`src/rtl/ofm_addr_controller.sv`:
```
// OFM RAM write-address controller: accepts drained output words and writes them in tile order.
// Optional ReLU on the write data when OFM_RELU_EN is defined.
module ofm_addr_controller #(
  parameter int unsigned SYSTOLIC_SIZE = 16,
  parameter int unsigned OFM_RAM_SIZE  = 524172,
  parameter int unsigned DATA_WIDTH    = 16
) (
  input  logic                            clk,
  input  logic                            rst_n,
  input  logic                            start,
  input  logic                            valid_in,
  input  logic signed [DATA_WIDTH-1:0]    data_in,
  output logic                            ready_out,
  output logic [$clog2(OFM_RAM_SIZE)-1:0] ofm_addr,
  output logic                            write_en,
  output logic signed [DATA_WIDTH-1:0]    ofm_data,
  output logic                            tile_done,
  output logic                            layer_done,
  input  logic [8:0]                      ofm_size,
  input  logic [17:0]                     channel_size,
  input  logic [10:0]                     ofm_channel
);

  localparam int unsigned AW = $clog2(OFM_RAM_SIZE);
  localparam int unsigned PW = (SYSTOLIC_SIZE > 1) ? $clog2(SYSTOLIC_SIZE) : 1;
  localparam int unsigned FW = $clog2(SYSTOLIC_SIZE + 1);

  typedef enum logic [1:0] {
    IDLE     = 2'd0,
    ARMED    = 2'd1,
    WRITE    = 2'd2,
    TILE_END = 2'd3
  } state_e;

  state_e                 state_q, state_d;
  logic [PW-1:0]          p_q, p_d;
  logic [FW-1:0]          f_q, f_d;
  logic [AW-1:0]          f_off_q, f_off_d;
  logic [8:0]             row_q, row_d;
  logic [AW-1:0]          row_base_q, row_base_d;
  logic [8:0]             col_base_q, col_base_d;
  logic [AW-1:0]          group_base_q, group_base_d;
  logic [10:0]            group_ch_q, group_ch_d;
  logic                   ready_q, ready_d;
  logic                   we_q, we_d;
  logic [AW-1:0]          addr_q, addr_d;
  logic [DATA_WIDTH-1:0]  data_q, data_d;
  logic                   tile_done_q, tile_done_d;
  logic                   layer_done_q, layer_done_d;

  logic                   xfer_c;
  logic                   last_word_c;
  logic                   row_last_c;
  logic                   col_last_c;
  logic                   grp_last_c;
  logic                   layer_last_c;
  logic                   in_bounds_c;
  logic [AW-1:0]          wr_addr_c;
  logic [DATA_WIDTH-1:0]  wdata_c;

  // Position decode for the current transfer and the tile currently being filled.
  always_comb begin
    xfer_c       = ready_q && valid_in;
    last_word_c  = xfer_c && (p_q == PW'(SYSTOLIC_SIZE - 1)) && (f_q == FW'(SYSTOLIC_SIZE - 1));
    row_last_c   = (row_q == (ofm_size - 9'd1));
    col_last_c   = (32'(col_base_q) + SYSTOLIC_SIZE) >= 32'(ofm_size);
    grp_last_c   = (32'(group_ch_q) + SYSTOLIC_SIZE) >= 32'(ofm_channel);
    layer_last_c = row_last_c && col_last_c && grp_last_c;
    in_bounds_c  = ((32'(col_base_q) + 32'(p_q)) < 32'(ofm_size)) &&
                   ((32'(group_ch_q) + 32'(f_q)) < 32'(ofm_channel));
    wr_addr_c    = group_base_q + row_base_q + AW'(col_base_q) + f_off_q + AW'(p_q);
`ifdef OFM_RELU_EN
    wdata_c      = data_in[DATA_WIDTH-1] ? '0 : data_in;
`else
    wdata_c      = data_in;
`endif
  end

  // Next-state, traversal counters and registered outputs.
  always_comb begin
    state_d      = state_q;
    p_d          = p_q;
    f_d          = f_q;
    f_off_d      = f_off_q;
    row_d        = row_q;
    row_base_d   = row_base_q;
    col_base_d   = col_base_q;
    group_base_d = group_base_q;
    group_ch_d   = group_ch_q;
    addr_d       = addr_q;
    data_d       = data_q;
    we_d         = 1'b0;
    tile_done_d  = 1'b0;
    layer_done_d = 1'b0;

    case (state_q)
      IDLE: begin
        if (start) begin
          state_d = ARMED;
        end
      end

      ARMED, WRITE: begin
        if (xfer_c) begin
          state_d = WRITE;
          we_d    = in_bounds_c;
          addr_d  = wr_addr_c;
          data_d  = wdata_c;
          // f/f_off run up to S and S*channel_size on the last word; that sum is the group stride.
          if (p_q == PW'(SYSTOLIC_SIZE - 1)) begin
            p_d     = '0;
            f_d     = f_q + FW'(1);
            f_off_d = f_off_q + AW'(channel_size);
          end else begin
            p_d = p_q + PW'(1);
          end
          if (last_word_c) begin
            state_d      = TILE_END;
            tile_done_d  = 1'b1;
            layer_done_d = layer_last_c;
          end
        end else begin
          state_d = ARMED;
        end
      end

      TILE_END: begin
        p_d     = '0;
        f_d     = '0;
        f_off_d = '0;
        state_d = layer_last_c ? IDLE : ARMED;
        if (!row_last_c) begin
          row_d      = row_q + 9'd1;
          row_base_d = row_base_q + AW'(ofm_size);
        end else begin
          row_d      = '0;
          row_base_d = '0;
          if (!col_last_c) begin
            col_base_d = col_base_q + 9'(SYSTOLIC_SIZE);
          end else begin
            col_base_d = '0;
            if (!grp_last_c) begin
              group_base_d = group_base_q + f_off_q;
              group_ch_d   = group_ch_q + 11'(SYSTOLIC_SIZE);
            end else begin
              group_base_d = '0;
              group_ch_d   = '0;
            end
          end
        end
      end

      default: state_d = IDLE;
    endcase

    ready_d = (state_d == ARMED) || (state_d == WRITE);
  end

  always_ff @(posedge clk or negedge rst_n) begin
    if (!rst_n) begin
      state_q      <= IDLE;
      p_q          <= '0;
      f_q          <= '0;
      f_off_q      <= '0;
      row_q        <= '0;
      row_base_q   <= '0;
      col_base_q   <= '0;
      group_base_q <= '0;
      group_ch_q   <= '0;
      ready_q      <= 1'b0;
      we_q         <= 1'b0;
      addr_q       <= '0;
      data_q       <= '0;
      tile_done_q  <= 1'b0;
      layer_done_q <= 1'b0;
    end else begin
      state_q      <= state_d;
      p_q          <= p_d;
      f_q          <= f_d;
      f_off_q      <= f_off_d;
      row_q        <= row_d;
      row_base_q   <= row_base_d;
      col_base_q   <= col_base_d;
      group_base_q <= group_base_d;
      group_ch_q   <= group_ch_d;
      ready_q      <= ready_d;
      we_q         <= we_d;
      addr_q       <= addr_d;
      data_q       <= data_d;
      tile_done_q  <= tile_done_d;
      layer_done_q <= layer_done_d;
    end
  end

  assign ready_out  = ready_q;
  assign write_en   = we_q;
  assign ofm_addr   = addr_q;
  assign ofm_data   = data_q;
  assign tile_done  = tile_done_q;
  assign layer_done = layer_done_q;

endmodule

```
`config.mk`:
```
export PLATFORM = sky130hd
export DESIGN_NAME = ofm_addr_controller
export DESIGN_NICKNAME = d
export VERILOG_FILES = /design/src/rtl/ofm_addr_controller.sv
export SDC_FILE = /design/constraint.sdc
export NUM_CORES = 1
export LEC_CHECK = 0
export BUFFER_PORTS_ARGS = -buffer_cell sky130_fd_sc_hd__buf_4
export CAP_MARGIN = 20
export CORE_ASPECT_RATIO = 0.6
export CORE_UTILIZATION = 50
export CTS_BUF_LIST = sky130_fd_sc_hd__clkbuf_16
export DETAILED_ROUTE_END_ITERATION = 8
export PLACE_DENSITY_LB_ADDON = 0.1
export SLEW_MARGIN = 20
export SYNTH_ARGS = -nofsm -noshare
export SYNTH_HDL_FRONTEND = slang
export SYNTH_SLANG_ARGS = --single-unit
export TNS_END_PERCENT = 5
```
`constraint.sdc`:
```
create_clock -name clk -period 5.1 [get_ports clk]
set_input_delay 0.255 -clock clk [delete_from_list [all_inputs] [get_ports clk]]
set_output_delay 0.255 -clock clk [all_outputs]
set_load 0.01 [all_outputs]
```
==> results by group <==
Power and ir drop
  – PD cells: 464 nW/um2
  – Reg power frac: 0.274
  – Clock share of power: 0.215
  – Worst VDD drop: 0.300 mV
  – Sw frac: 0.424
  – NetSw: 0.00241 W
  – Share of power burned in combinational logic: 0.510
  – Internal: 0.00327 W
  – Leak Pwr: 6.19 nW

Layout
  – Fin area: 12300 um2
  – Filler instances: 1893
  – P&R area growth vs syn: 14.6%
  – N_diodes: 0
  – Layout cells sized above 1: 0.110
  – Fin util: 0.584
  – Final net count: 1528

Clock tree
  – Max clock buf depth: 2
  – CTS Sinks: 128
  – CTS tree: built
  – Worst-Skew Late Latency: 430 ps
  – CTS Root Cell: clkbuf_16
  – Num CTS Buffers: 17
  – Clk pin slew, worst setup/hold paths: 60 ps
  – H-tree lvl count: 4

Timing
  – Max-slew violations: 0
  – Setup violators final: 0
  – Hold_ws: 14.1 ps
  – Setup Total Neg Slack: 0 ps
  – Final Hold Vio Count: 0
  – Rel. slew slack: 0.211
  – Achievable Freq: 237 MHz
  – Final min period: 4220 ps
  – RSZ-0062 raised after global routing: false
  – Final Skew: 7.86 ps
  – Slew @ Worst Pin: 1180 ps
  – Final worst path period share: 0.827

Setup path
  – Crit end category: register
  – R2r setup slk: 880 ps
  – Origin of the critical flop-to-flop path: f_off_q[1]
  – Critical R2R Capture: ofm_addr[17]
  – Startpoint Class: register
  – R2r worst-path depth: 17
  – Critical Path AT: 4570 ps
  – Worst Path Required: 5450 ps
  – Max FO, Critical Path: 6
  – Worst Setup Path Type: reg -> reg

Worst hold path
  – Worst Hold Depth: 3
  – Worst hold path type: in -> reg
  – Hold worst-path end: ofm_data[4]
  – HP Start: data_in[4]

Die
  – Die X-Extent: 191 um
  – Die ar.: 22000 um2
  – I/O pin count: 97
  – Initial Utilization: 0.510
  – Rows: 41
  – Die extent in y: 115 um
  – Core Area: 21000 um2

Synth
  – Post-synth EDFFs: 0
  – Main synth FF type: dfrtp_1
  – Synth unique cells: 76
  – Seq/Total Area, Yosys: 0.300
  – Adder-cell share of the synthesized area: 0.211
  – Mux contribution to synthesized area: 0.00386
  – Simple-gate area share of the yosys netlist: 0.178
  – Mapped cell area: 10700 um2
  – Compound-Gate Fraction of Synth Area: 0.190
  – Yosys warns: 0
  – XOR/XNOR Fraction of Synth Area: 0.0705
  – Avg Inst Size Synth: 8.74 um2
  – Largest family of logic cells by synthesized area: adder cells
  – Synth async-reset ratio: 1.00
  – FF+latch count, synth: 128
  – Post-Synthesis Cells: 1223

Placement
  – RD Place Congestion: 0.913
  – Post-DP Area: 11700 um2
  – I/O Buffers: 96
  – Detail Placement HPWL: 21.4 mm

Route
  – WL final: 28.1 mm
  – DR DRC count: 0
  – Initial DRC Count: 661
  – Via/cell ratio: 5.72
  – Via count: 9151
  – First-pass DRT Iterations: 7
  – Avg WL per Cell: 17.6 um
  – Antenna-violating nets left: 0

Global routing
  – Initial antenna violation count: 1
  – GRT Residual Overflow: 0
  – Total track usage: 0.267
  – First-pass GRT wire length: 45.5 mm
  – Largest net degree at the start of global routing: 91
  – Vias in the first global route: 8592

Job
  – Max cap viols: 0

Status
  – Outcome: completed
-- synth_stat cells (3+ instances only) --
| cell | count | area [um2] |
|---|---|---|
| dfrtp_1 | 128 | 3200 |
| o21ai_0 | 70 | 350 |
| nand3_1 | 36 | 180 |
| o2bb2ai_1 | 6 | 52.6 |
| and2_1 | 4 | 25.0 |
| mux2i_1 | 3 | 30.0 |
| nand3b_1 | 3 | 22.5 |
| and3_1 | 15 | 93.8 |
| o21bai_1 | 6 | 45.0 |
| nand2b_1 | 9 | 56.3 |
| a22o_1 | 16 | 140 |
| ha_1 | 132 | 1650 |
| o211ai_1 | 11 | 82.6 |
| o21a_1 | 11 | 82.6 |
| a21o_1 | 38 | 285 |
| nor4_1 | 7 | 43.8 |
| a31oi_1 | 6 | 37.5 |
| nor3_1 | 29 | 145 |
| inv_1 | 90 | 338 |
| a211o_1 | 5 | 43.8 |
| or3_1 | 12 | 75.1 |
| nor2_1 | 53 | 199 |
| nor3b_1 | 3 | 22.5 |
| xnor2_1 | 46 | 403 |
| o2111ai_1 | 4 | 35.0 |
| a21oi_1 | 64 | 320 |
| o31ai_1 | 5 | 37.5 |
| or4_1 | 5 | 37.5 |
| xor2_1 | 40 | 350 |
| o21ai_1 | 36 | 180 |
| o22ai_1 | 5 | 31.3 |
| a211oi_1 | 12 | 90.1 |
| clkbuf_1 | 33 | 124 |
| nand2_1 | 177 | 664 |
| nor4b_1 | 3 | 26.3 |
| nor2b_1 | 8 | 50.1 |
| fa_1 | 30 | 601 |
| nand4_1 | 14 | 87.6 |
-- placed cells by master, fill, tap and decap left out, drive strengths merged, types with 17 or more instances in the layout --
master,netlist,final
nor2,55,55
nor3,29,29
inv,90,90
a21oi,64,64
a21o,38,38
ha,132,132
clkbuf,33,17
o21ai,106,106
nand3,37,37
xnor2,46,46
buf,6,103
nand2,177,177
xor2,40,40
fa,30,30
dfrtp,128,128
-- layout make-up --
type | count | area [um2] | share of cell area
multi-input cells | 967 | 7000 | 0.571
flip-flops and latches | 128 | 3200 | 0.261
repair buffers | 104 | 787 | 0.0642
clock buffers | 17 | 425 | 0.0347
well taps | 279 | 349 | 0.0285
inverters | 90 | 338 | 0.0276
clock inverters | 14 | 149 | 0.0122
-- worst max-delay path, cell delays in order (launching register included) --
cell      delay (ps)
dfrtp_1          480
inv_1            100
fa_1             500
inv_1             50
ha_1             280
inv_1             70
fa_1             410
inv_1             70
ha_1             180
inv_1             60
fa_1             400
nor2b_1          130
o21a_1           140
o21ai_0          170
a211oi_1         580
o21ai_0          220
xor2_1           170
o21ai_0          140
-- per-stage QoR --
stage | worst slack (ps) | instances | total power (W)
5_1_grt | 598 | 1599 | 0.00614
4_1_cts | 887 | 1599 | 0.00569
3_3_place_gp | 987 | 1567 | 0.00439
2_1_floorplan | 1440 | 1224 | 0.00356
6_report | 881 | 1599 | 0.00569
3_5_place_dp | 895 | 1567 | 0.00444
-- sequential cells by signal (all words and copies together) (netlist names) --
| register | count |
|---|---|
| group_base_q | 19 |
| state_q | 2 |
| f_q | 5 |
| ofm_data | 16 |
| group_ch_q | 7 |
| row_base_q | 19 |
| ready_out | 1 |
| col_base_q | 5 |
| write_en | 1 |
| tile_done | 1 |
| f_off_q | 19 |
| layer_done | 1 |
| row_q | 9 |
| p_q | 4 |
| ofm_addr | 19 |
-- cell families after synthesis --
logic type / count (synthesis)
and+or+nand+nor: 395
AOI/OAI and AO/OA: 317
adders and majority gates: 162
buffers and inverters: 129
DFF: 128
xor gates and xnor gates: 86
muxes: 4
other: 2
-- per-layer routing --
layer | wire length, um | vias up | GRT usage
li1 | - | 4511 | -
met1 | 14900 | 4348 | 0.413
met2 | 11100 | 252 | 0.370
met3 | 1690 | 38 | 0.0546
met4 | 428 | 2 | 0.0720
met5 | 13 | - | 0
-- how the worst max path moves through the flow --
stage                               to  cells past startpoint       start  slack [ps]
final                     ofm_addr[17]                     17  f_off_q[1]         880
after global routing      ofm_addr[17]                     17  f_off_q[1]         600
after CTS                 ofm_addr[17]                     17  f_off_q[1]         890
after detailed placement  ofm_addr[17]                     17  f_off_q[1]         900
after global placement    ofm_addr[17]                     17  f_off_q[1]         990
after floorplan           ofm_addr[12]                     14      p_q[2]        1440
-- power groups by stage --
stage | Combinational (W) | Sequential, W | Clock [W]
global placement | 0.00282 | 0.00157 | 0
CTS | 0.00289 | 0.00156 | 0.00124
global route | 0.00326 | 0.00160 | 0.00128
finish | 0.00290 | 0.00156 | 0.00122
detailed placement | 0.00287 | 0.00157 | 0
floorplan | 0.00199 | 0.00157 | 0
-- what timing repair did --
item | CTS | global route
setup buffers | 0 | 0
resized for setup | 0 | 0
hold endpoints to repair | 89 | 0
hold buffers | 1 | 0
endpoints found under the setup margin | 0 | 0
Power figures use the tool's default switching activity.
